===== config.mk =====
export PLATFORM = sky130hd
export DESIGN_NAME = bnn_xnor_accum_flat
export DESIGN_NICKNAME = d
export VERILOG_FILES = /design/src/rtl/bnn_xnor_accum_if.sv /design/src/rtl/bnn_xnor_accum.sv /design/src/flat_wrapper.sv
export SDC_FILE = /design/constraint.sdc
export NUM_CORES = 1
export LEC_CHECK = 0
export ABC_AREA = 1
export CORE_MARGIN = 2
export CORE_UTILIZATION = 52
export DETAILED_ROUTE_END_ITERATION = 8
export PLACE_DENSITY_LB_ADDON = 0.15
export SLEW_MARGIN = 15
export SYNTH_ARGS = -nofsm -noshare
export SYNTH_HDL_FRONTEND = slang
export SYNTH_SLANG_ARGS = --single-unit
export TNS_END_PERCENT = 1

===== constraint.sdc =====
create_clock -name clk -period 2.8 [get_ports clk]
set_input_delay 0.56 -clock clk [delete_from_list [all_inputs] [get_ports clk]]
set_output_delay 0.56 -clock clk [all_outputs]
set_load 0.01 [all_outputs]

===== src/rtl/bnn_xnor_accum_if.sv =====
// Bus between the layer controller/address counter and the binary-neuron
// accumulator: neuron start, word-pair stream and the result/handshake.
interface bnn_xnor_accum_if #(
    parameter int WORD_W = 16,
    parameter int ACC_W  = 12
);
    logic              start;
    logic [ACC_W-1:0]  threshold;
    logic              valid_in;
    logic              last_in;
    logic [WORD_W-1:0] w_word;
    logic [WORD_W-1:0] x_word;
    logic              busy;
    logic              done;
    logic [ACC_W-1:0]  acc_out;
    logic              y_bit;

    // Controller / counter side
    modport master (
        output start, threshold, valid_in, last_in, w_word, x_word,
        input  busy, done, acc_out, y_bit
    );

    // Accumulator side
    modport slave (
        input  start, threshold, valid_in, last_in, w_word, x_word,
        output busy, done, acc_out, y_bit
    );
endinterface


===== src/rtl/bnn_xnor_accum.sv =====
// Binary-neuron accumulator: sums XNOR-popcount of weight/activation word
// pairs, saturating, and on the last pair produces the pre-activation sum and
// its binarised value (sum >= latched threshold). Three-state FSM IDLE/ACC/DONE.
module bnn_xnor_accum #(
    parameter int WORD_W = 16,
    parameter int ACC_W  = 12
) (
    input  logic                 clk,
    input  logic                 rst,
    bnn_xnor_accum_if.slave      bus
);

    // Width of a single popcount term (0..WORD_W)
    localparam int CNT_W = $clog2(WORD_W + 1);
    // Sum width wide enough that acc + term can never wrap before saturating
    localparam int SUM_W = ((ACC_W > CNT_W) ? ACC_W : CNT_W) + 1;
    localparam logic [SUM_W-1:0] ACC_MAX = {{(SUM_W-ACC_W){1'b0}}, {ACC_W{1'b1}}};

    typedef enum logic [1:0] {
        ST_IDLE = 2'd0,
        ST_ACC  = 2'd1,
        ST_DONE = 2'd2
    } state_t;

    state_t            state_q, state_d;
    logic [ACC_W-1:0]  acc_q, acc_d;
    logic [ACC_W-1:0]  thr_q, thr_d;
    logic [ACC_W-1:0]  acc_out_q, acc_out_d;
    logic              y_q, y_d;
    logic              busy_q, busy_d;
    logic              done_q, done_d;

    logic [CNT_W-1:0]  term_s;
    logic [SUM_W-1:0]  sum_s;
    logic [ACC_W-1:0]  sat_s;

    // Count of set bits in a packed word
    function automatic logic [CNT_W-1:0] popcount(input logic [WORD_W-1:0] v);
        logic [CNT_W-1:0] c;
        c = {CNT_W{1'b0}};
        for (int i = 0; i < WORD_W; i++) begin
            c = c + {{(CNT_W-1){1'b0}}, v[i]};
        end
        return c;
    endfunction

    // Per-cycle XNOR-popcount term and saturating running sum
    always_comb begin
        term_s = popcount(~(bus.w_word ^ bus.x_word));
        sum_s  = {{(SUM_W-ACC_W){1'b0}}, acc_q} + {{(SUM_W-CNT_W){1'b0}}, term_s};
        if (sum_s > ACC_MAX) begin
            sat_s = ACC_MAX[ACC_W-1:0];
        end else begin
            sat_s = sum_s[ACC_W-1:0];
        end
    end

    // Next-state, accumulator and result logic
    always_comb begin
        state_d   = state_q;
        acc_d     = acc_q;
        thr_d     = thr_q;
        acc_out_d = acc_out_q;
        y_d       = y_q;
        case (state_q)
            ST_IDLE: begin
                // valid_in/last_in are deliberately ignored here, even with start
                if (bus.start) begin
                    acc_d   = {ACC_W{1'b0}};
                    thr_d   = bus.threshold;
                    state_d = ST_ACC;
                end else begin
                    state_d = ST_IDLE;
                end
            end
            ST_ACC: begin
                if (bus.valid_in) begin
                    acc_d = sat_s;
                    if (bus.last_in) begin
                        acc_out_d = sat_s;
                        y_d       = (sat_s >= thr_q);
                        state_d   = ST_DONE;
                    end else begin
                        state_d = ST_ACC;
                    end
                end else begin
                    state_d = ST_ACC;
                end
            end
            ST_DONE: begin
                // Leave unconditionally so a held end flag is never re-added
                state_d = ST_IDLE;
            end
            default: begin
                state_d = ST_IDLE;
            end
        endcase
        busy_d = (state_d != ST_IDLE);
        done_d = (state_d == ST_DONE);
    end

    // State and output registers with asynchronous active-low reset
    always_ff @(posedge clk or negedge rst) begin
        if (!rst) begin
            state_q   <= ST_IDLE;
            acc_q     <= {ACC_W{1'b0}};
            thr_q     <= {ACC_W{1'b0}};
            acc_out_q <= {ACC_W{1'b0}};
            y_q       <= 1'b0;
            busy_q    <= 1'b0;
            done_q    <= 1'b0;
        end else begin
            state_q   <= state_d;
            acc_q     <= acc_d;
            thr_q     <= thr_d;
            acc_out_q <= acc_out_d;
            y_q       <= y_d;
            busy_q    <= busy_d;
            done_q    <= done_d;
        end
    end

    assign bus.busy    = busy_q;
    assign bus.done    = done_q;
    assign bus.acc_out = acc_out_q;
    assign bus.y_bit   = y_q;

endmodule


===== src/flat_wrapper.sv =====
// flat-port wrapper written by rule: the top's interface ports become plain ports
module bnn_xnor_accum_flat 
#(
    parameter int WORD_W = 16,
    parameter int ACC_W  = 12
)
  (clk, rst, bus_start, bus_threshold, bus_valid_in, bus_last_in, bus_w_word, bus_x_word, bus_busy, bus_done, bus_acc_out, bus_y_bit);
  bnn_xnor_accum_if #(.WORD_W(WORD_W), .ACC_W(ACC_W)) bus_i ();
  input  logic clk;
  input  logic rst;
  input wire logic [$bits(bus_i.start)-1:0] bus_start;
  input wire logic [$bits(bus_i.threshold)-1:0] bus_threshold;
  input wire logic [$bits(bus_i.valid_in)-1:0] bus_valid_in;
  input wire logic [$bits(bus_i.last_in)-1:0] bus_last_in;
  input wire logic [$bits(bus_i.w_word)-1:0] bus_w_word;
  input wire logic [$bits(bus_i.x_word)-1:0] bus_x_word;
  output wire logic [$bits(bus_i.busy)-1:0] bus_busy;
  output wire logic [$bits(bus_i.done)-1:0] bus_done;
  output wire logic [$bits(bus_i.acc_out)-1:0] bus_acc_out;
  output wire logic [$bits(bus_i.y_bit)-1:0] bus_y_bit;
  assign bus_i.start = bus_start;
  assign bus_i.threshold = bus_threshold;
  assign bus_i.valid_in = bus_valid_in;
  assign bus_i.last_in = bus_last_in;
  assign bus_i.w_word = bus_w_word;
  assign bus_i.x_word = bus_x_word;
  assign bus_busy = bus_i.busy;
  assign bus_done = bus_i.done;
  assign bus_acc_out = bus_i.acc_out;
  assign bus_y_bit = bus_i.y_bit;
  bnn_xnor_accum #(.WORD_W(WORD_W), .ACC_W(ACC_W)) u_core (.clk(clk), .rst(rst), .bus(bus_i));
endmodule

# Yosys cells after proc, flatten, opt, wreduce, memory -nomap -nowiden
# Cells that the tools add are included.
dict set report totals {
  latchBits 0
  mem_bits_rw 0
  romBits 0
  n_memories 0
  reg_bits 41
}
dict set report classes {
  n_bitwise 2
  n_addsub 16
  multipliers 0
  n_shift 0
  muxes 8
  n_reduce_logical 6
  order_cmp 2
  n_div 0
  n_eq_ne 4
}
# operator n
set ops {}
lappend ops {{5-bit by 1-bit adder with 5-bit output} 14}
lappend ops {{12-bit two-way mux} 3}
lappend ops {{12-bit one-hot mux with 2 select lines} 1}
lappend ops {{16-bit inverter} 1}
lappend ops {{16-bit XOR} 1}
lappend ops {{12-bit by 5-bit adder with 13-bit output} 1}
lappend ops {{13-bit by 12-bit > comparator with 1-bit output (second input constant)} 1}
lappend ops {{12-bit >= comparator} 1}
lappend ops {{3-bit AND reduction} 2}
lappend ops {{2-bit two-way mux} 2}
lappend ops {{2-bit inequality test (second input constant)} 2}
lappend ops {{2-bit one-hot mux with 2 select lines} 1}
lappend ops {{2-bit nonzero test} 2}
lappend ops {{1-bit by 1-bit adder with 2-bit output} 1}
lappend ops {{2-bit by 1-bit == test with 1-bit output (second input constant)} 1}
lappend ops {{2-bit == test (second input constant)} 1}
lappend ops {{2-bit zero test} 1}
lappend ops {{2-bit AND reduction} 1}
lappend ops {{1-bit two-way mux} 1}

# Depth between registers and ports, before layout
dict set report depth {
  depth_word 22
  depth_mapped 31
  depth_no_buf 31
}

# Worst setup path after synthesis
# Ideal clock, no wire load.
dict set report synth_path {
  path_kind {input -> register}
  from {in bus_w_word[0]}
  to {reg u_core.y_q, in the netlist u_core.bus.y_bit}
  setup_slack_ns -3.241
  arrival_ns 5.925
  setup_time_ns 0.116
  path_buffers 0
  t_required_ns 2.684
  path_stages 29
  path_cell_list {xnor2_1 -> ha_1 -> inv_1 -> fa_1 -> inv_1 -> fa_1 -> fa_1 -> inv_1 -> fa_1 -> inv_1 -> fa_1 -> inv_1 -> fa_1 -> fa_1 -> inv_1 -> nand3_1 -> nand2_1 -> nand2_1 -> nand2_1 -> nand3_1 -> and2_1 -> ha_1 -> nand2_1 -> nor2_1 -> and2_1 -> nand2_1 -> nand4_1 -> nand2_1 -> nand2_1}
}
dict set report synth_between {
  elab_chain_len 21
}
# element line
set synth_lines {}
lappend synth_lines {{start: declaration} flat_wrapper.sv:15} ;# input wire logic [$bits(bus_i.w_word)-1:0] bus_w_word;
lappend synth_lines {{16-bit XOR *} bnn_xnor_accum.sv:49} ;# term_s = popcount(~(bus.w_word ^ bus.x_word));
lappend synth_lines {{16-bit inverter *} bnn_xnor_accum.sv:49}
lappend synth_lines {{1-bit by 1-bit adder with 2-bit output *} bnn_xnor_accum.sv:42} ;# c = c + {{(CNT_W-1){1'b0}}, v[i]};
lappend synth_lines {{5-bit by 1-bit adder with 5-bit output * (14 in a row)} bnn_xnor_accum.sv:42}
lappend synth_lines {{12-bit by 5-bit adder with 13-bit output *} bnn_xnor_accum.sv:50} ;# sum_s = {{(SUM_W-ACC_W){1'b0}}, acc_q} + {{(SUM_W-CNT_W){1'b0}}, term_s};
lappend synth_lines {{13-bit by 12-bit > comparator with 1-bit output} bnn_xnor_accum.sv:51} ;# if (sum_s > ACC_MAX) begin
lappend synth_lines {{12-bit two-way mux *} bnn_xnor_accum.sv:51}
lappend synth_lines {{named net u_core.sat_s[10]} bnn_xnor_accum.sv:35} ;# logic [ACC_W-1:0] sat_s;
lappend synth_lines {{12-bit >= comparator *} bnn_xnor_accum.sv:81} ;# y_d = (sat_s >= thr_q);
lappend synth_lines {{end signal: assignment} bnn_xnor_accum.sv:117} ;# y_q <= y_d;
lappend synth_lines {{end: declaration} bnn_xnor_accum.sv:29} ;# logic y_q, y_d;
# Mark *: on every way through the listed nets, which the timed path passes. The rest lies on a longest branch.
# A chain may end at the register's enable or synchronous reset.

# Worst setup path in the final report
dict set report layout_path {
  from {in bus_x_word[0]}
  to {reg u_core.y_q, in the netlist u_core.bus.y_bit}
}
dict set report layout_between {
  elab_chain_len 21
}
# element line
set layout_lines {}
lappend layout_lines {{start: declaration} flat_wrapper.sv:16} ;# input wire logic [$bits(bus_i.x_word)-1:0] bus_x_word;
lappend layout_lines {{16-bit XOR *} bnn_xnor_accum.sv:49}
lappend layout_lines {{16-bit inverter *} bnn_xnor_accum.sv:49}
lappend layout_lines {{1-bit by 1-bit adder with 2-bit output *} bnn_xnor_accum.sv:42}
lappend layout_lines {{5-bit by 1-bit adder with 5-bit output * (14 in a row)} bnn_xnor_accum.sv:42}
lappend layout_lines {{12-bit by 5-bit adder with 13-bit output *} bnn_xnor_accum.sv:50}
lappend layout_lines {{13-bit by 12-bit > comparator with 1-bit output} bnn_xnor_accum.sv:51}
lappend layout_lines {{12-bit two-way mux *} bnn_xnor_accum.sv:51}
lappend layout_lines {{named net u_core.sat_s[6]} bnn_xnor_accum.sv:35}
lappend layout_lines {{12-bit >= comparator *} bnn_xnor_accum.sv:81}
# Marked as above.

==> results.yml <==
status:
  status: "finished, violations left"
  violations: "setup timing"
yosys:
  synthFlopType: "dfrtp_1"
  syn_area_per_cell_um2: 7.83
  synth_top_area_share_pct: 34.2
  synth.distinct_cells: 31
  ys_ff_latch: 41
  synthArstFlopShare_pct: 100
  synth_edf_count: 0
  syn_nets: 466
  yosysTopAreaCell: "dfrtp_1"
  synth_warnings: 0
  yosys-top-cells-area: "dfrtp_1, nand2_1, ha_1"
  netlist_instances: 383
  synth_area_um2: 3000
  yosysSeqAreaShare_pct: 34.2
final_layout:
  drive_gt1_share_pct: 23.9
  finalNetCount: 572
  area_growth_pct: 46.3
  diodes: 0
clock_tree:
  path_clk_slew_ns: 0.09
  root_buffer: "clkbuf_8"
  clkLatencyLatePin_ns: 0.30
  numCtsBuffers: 5
  tritoncts: "built"
  cts_sinks: 41
  cts_max_level: 2
  ctsHoldBuffers: 0
  clk_path_buf_depth: 2
power:
  powerDensity_nw_per_um2: 1360
  seqPwrFrac_pct: 14.6
  p_leak_nw: 2.24
  total_power_w: 0.00596
  switching_share_pct: 47.9
  clkPwrFrac_pct: 8.6
  p_int_w: 0.00310
  vdd.ir_drop.worst_mv: 1.06
  switching_power_w: 0.00285
  p_comb_share_pct: 76.8
floorplan:
  start_util_pct: 54.2
  die_h_um: 80.0
  die_x_um: 80.0
  rows: 27
  core_area_um2: 5540
  dieArea_um2: 6390
  io_pins: 64
setup_path:
  start_kind: "input port"
  critical_path.slowest_cell: "fa_1"
  setup.worst_path.start: "bus_x_word[0]"
  rrSetupSlack_ns: 0.14
  worstPathArrival_ns: 5.89
  cp_max_fo: 4
  max_stage_delay_ns: 0.49
  r2r_start: "u_core.acc_q[0]"
  crit_path_end_kind: "flop"
  critPathCapture: "u_core.bus.y_bit"
  path_class: "in2reg"
  reg2reg_depth: 17
  r2r-end: "u_core.bus.y_bit"
  required_ns: 3.00
route:
  met1_length_um: 3450
  drtIter0Drc: 269
  antenna_left: 0
  vias: 2863
  drtPass1Iterations: 4
  wl_per_cell_um: 14.8
  wirelength_um: 8330
  routed_via_density: 5.09
  drc_errors: 0
  highest_layer: "met4"
  met3_length_um: 455
  met2_length_um: 4250
placement:
  gp_congestion: 0.894
  port_buffers: 63
  dpl_worst_slack_ns: -3.80
  dp_hpwl_um: 5620
global_route:
  gr-total-overflow: 0
  grt_max_degree: 42
  grt_first_pass_wirelength_um: 12800
  antenna_found_initial: 0
  track_usage_pct: 26.1
  grt_pass1_vias: 2908
hold_path:
  hold_class: "in2async"
sta:
  rsz0062_at_grt: "true"
  tightest_slew_ns: 0.903
  fin_ws_ns: -2.89
  setup_tns_ns: -58.30
  max_freq_ghz: 0.176
  maxSlewViolCount: 0
  setup_viol: 25
  fin_crit_sh_pct: 203
  relSlewSlack_pct: 39.8
  final-hold-violation-count: 0
  clock_skew_ns: 0.0119
  layout_min_cycle_time_ns: 5.69
job:
  drv_cap: 0
==> cell usage in the layout (no fill, tap or decap), drive strengths merged, types with 2 or more instances in the layout <==
master         count
and2               4
o21ai              7
nand2            122
xnor2             11
dlygate4sd2        8
xor2               8
nand3             27
clkdlybuf4s50     48
nor2              41
nand4              4
a31oi              2
ha                23
dlymetal6s2s       2
dfrtp             41
inv               56
a21oi             16
buf               46
clkbuf             6
fa                11
==> area by class of cell <==
cell class | count | area [um2]
multi-input combinational | 280 | 1990
inverter | 57 | 219
fill | 368 | 1150
clock buffer | 6 | 82.6
sequential | 41 | 1030
clock inverter | 2 | 37.5
tap | 72 | 90.1
timing repair buffer | 104 | 948
==> logic make-up (layout without fill, tap and decap cells) <==
logic type | after synthesis | in the layout | share of synthesized area (%)
AND/OR/NAND/NOR | 198 | 199 | 28.6
multiplexers | 1 | 1 | 0.375
buffers and inverters | 63 | 169 | 8.72
flip-flops | 41 | 41 | 34.2
adder cells (fa/ha/maj) | 34 | 34 | 16.9
AO/OA/AOI/OAI | 27 | 27 | 5.63
XOR/XNOR | 19 | 19 | 5.55
==> power by group through the flow <==
stage	combinational, W	clock (W)	sequential [W]
after floorplan	0.00240	0	0.000872
after global placement	0.00349	0	0.000868
after detailed placement	0.00367	0	0.000872
after CTS	0.00392	0.000513	0.000864
after global routing	0.00502	0.000539	0.000883
final	0.00457	0.000513	0.000867
==> critical path, delay by kind of cell <==
| family | cells | cell delay, ns |
|---|---|---|
| buffers and inverters | 8 | 0.65 |
| and+or+nand+nor | 12 | 0.95 |
| xor gates and xnor gates | 1 | 0.13 |
| adders and majority gates | 9 | 3.59 |
==> how the worst min path moves through the flow <==
stage	slack, ns	cells after the start	endpoint
floorplan	0.26	0	u_core.acc_q[0]
global placement	0.46	2	u_core.bus.acc_out[9]
detailed placement	0.46	2	u_core.bus.acc_out[10]
CTS	0.41	1	u_core.state_q[0]
global route	0.46	1	u_core.thr_q[1]
finish	0.38	1	u_core.thr_q[1]
==> sequential cells by signal (all words and copies together) (netlist names) <==
name                count
u_core.state_q          2
u_core.bus.y_bit        1
u_core.acc_q           12
u_core.bus.busy         1
u_core.bus.done         1
u_core.bus.acc_out     12
u_core.thr_q           12
==> routing by layer <==
layer	vias up	GRT usage (%)
met2	83	44.3
met1	1365	32.0
met3	22	5.77
met4	0	10.8
met5	-	0
li1	1393	-
==> synth_stat cells, types with 2 or more instances <==
library cell / instances
nand2_1: 116
inv_1: 56
dfrtp_1: 41
nor2_1: 34
nand3_1: 26
ha_1: 23
a21oi_1: 16
fa_1: 11
xnor2_1: 11
xor2_1: 8
nor2_2: 5
and2_1: 4
nand2_2: 4
nand4_1: 4
a31oi_1: 2
buf_4: 2
clkbuf_1: 2
nand2_4: 2
o21ai_0: 2
o21ai_1: 2
o21ai_4: 2
==> per-stage QoR <==
stage	hold slack (ns)	util, %	area [um2]	std cells
after CTS	0.412	75.9	4210	558
after global placement	0.463	70.8	3920	542
after detailed placement	0.465	70.8	3920	542
after floorplan	0.264	-	3030	383
final	0.375	79.2	4390	562
after global routing	0.456	79.2	4390	562
==> repair_timing <==
item / CTS / global route
cloned: 1 / 0
setup buffers: 7 / 4
endpoints found under the setup margin: 25 / 25
resized for setup: 53 / 26
pin swaps: 29 / 25
(Power assumes the default switching activity.)
==> RTL edit: new RTL, config.mk and constraints unchanged <==
Reset style: synchronous (`rst`), changed in one clocked block. Comments in the files are not updated.
--- a/src/rtl/bnn_xnor_accum.sv
+++ b/src/rtl/bnn_xnor_accum.sv
@@ -101,5 +101,5 @@
 
     // State and output registers with asynchronous active-low reset
-    always_ff @(posedge clk or negedge rst) begin
+    always_ff @(posedge clk) begin
         if (!rst) begin
             state_q   <= ST_IDLE;
Behaviour: differs if rst is asserted again (counterexample within 4 cycles, from zero or initial values and one cycle with rst low); with rst held inactive, the same outputs for 4 cycles.
==> RTL edit against the original RTL <==
- the run still ends with negative setup slack left
- sequential cell count unchanged
- synthesized area decreased by 3.8%
- setup slack got worse by 0.018 ns
- largest power group unchanged
- final area fell by 5.0%
- die area decreased by 3.6%
- wire length shrank 20%
- total power fell by 32%
- worst hold slack better by 0.095 ns
- maximum frequency is 0.31% lower
==> RTL edit: results (changes against the original RTL) <==
| Quantity | This run | Unit | Change |
|---|---|---|---|
| Met1 track demand over resource in global routing | 29.8 | % | was 32.0% |
| Register area | 821 | um^2 | was 1030 um^2 |
| Setup Total Neg Slack | -57.71 | ns | was -58.30 ns |
| Filler cell count | 385 | - | was 368 |
| Pre-CTS worst setup slack | -3.59 | ns | was -3.80 ns |
| Most numerous cell types in the synthesized netlist | sky130_fd_sc_hd__nand2_1 (90), sky130_fd_sc_hd__inv_1 (51), sky130_fd_sc_hd__dfxtp_1 (41) | - | was sky130_fd_sc_hd__nand2_1 (116), sky130_fd_sc_hd__inv_1 (56), sky130_fd_sc_hd__dfrtp_1 (41) |
| Global-route wire length before repair | 11.7 | mm | was 12.8 mm |
| Final layout net count | 552 | - | was 572 |
| Clock Power Share | 10.4 | % | was 8.6% |
| Proportion of cell area occupied by multi-input gates | 48.5 | % | was 45.2% |
| Tightest Hold Check Type | reg2reg | - | was in2async |
| Routed Wire Length | 6.67 | mm | was 8.33 mm |
| Number of clock buffers in the layout | 7 | - | was 6 |
| Arithmetic-cell share of the synthesized area counting full adders, half adders and majority gates | 17.6 | % | was 16.9% |
| Cell internal pwr | 0.00239 | W | was 0.00310 W |
| Leak | 1.87 | nW | was 2.24 nW |
| Maximum vdd drop | 1240 | uV | was 1060 uV |
| Placed cell areas | 3890 | um^2 | was 3920 um^2 |
| Total global routing track utilization | 23.8 | % | was 26.1% |
| Worst Path Max Fanout | 5 | - | was 4 |
| Setup violation total in the final timing report | 25 | - | unchanged |
| Inverters, non-clock | 52 | - | was 57 |
| Sum of routed wire segments on met1 | 3.04 | mm | was 3.45 mm |
| Pwr Density | 969 | nW/um^2 | was 1360 nW/um^2 |
| Worst setup path start | bus_w_word[0] | - | was bus_x_word[0] |
| Failing checks | negative setup slack | - | unchanged |
| Worst-case setup margin in the final layout | -2.90 | ns | was -2.89 ns |
| Critical path data arrival time | 5.88 | ns | was 5.89 ns |
| Fraction of final layout cells with drive strength greater than 1 | 26.6 | % | was 23.9% |
| Synthesized instance count | 374 | - | was 383 |
| Run status | finished, violations left | - | unchanged |
| GP Congestion | 0.881 | - | was 0.894 |
| Sequential cell area share | 19.7 | % | was 23.4% |
| Count of plain and timing-repair buffers | 98 | - | was 104 |
| Crit Reg-Reg Startpoint | u_core.acc_q[0] | - | unchanged |
==> RTL edit: changes by cell type in the layout (fill, tap and decap cells not counted), sizes merged, moves of 3 or more <==
cell / before / now
and2: 4 / 1
nor2: 41 / 19
nand2: 122 / 113
inv: 56 / 51
a21oi: 16 / 34
buf: 46 / 39
nand3: 27 / 24
dfrtp: 41 / 0
dfxtp: 0 / 41
o21ai: 7 / 14
==> RTL edit: final timing paths <==
check        cells after the start                to  slack (ns)
min                              2   u_core.thr_q[0]        0.47
max reg2reg                     20  u_core.bus.y_bit        0.20
max                             32  u_core.bus.y_bit       -2.90
min reg2reg                      2   u_core.thr_q[0]        0.47
==> RTL edit: worst max-delay path: cells and delay by family <==
| family | cells | cell delay, ns |
|---|---|---|
| adders and majority gates | 9 | 3.55 |
| and+or+nand+nor | 11 | 0.85 |
| buffers and inverters | 9 | 0.64 |
| AOI/OAI and AO/OA | 2 | 0.17 |
| xor gates and xnor gates | 1 | 0.12 |
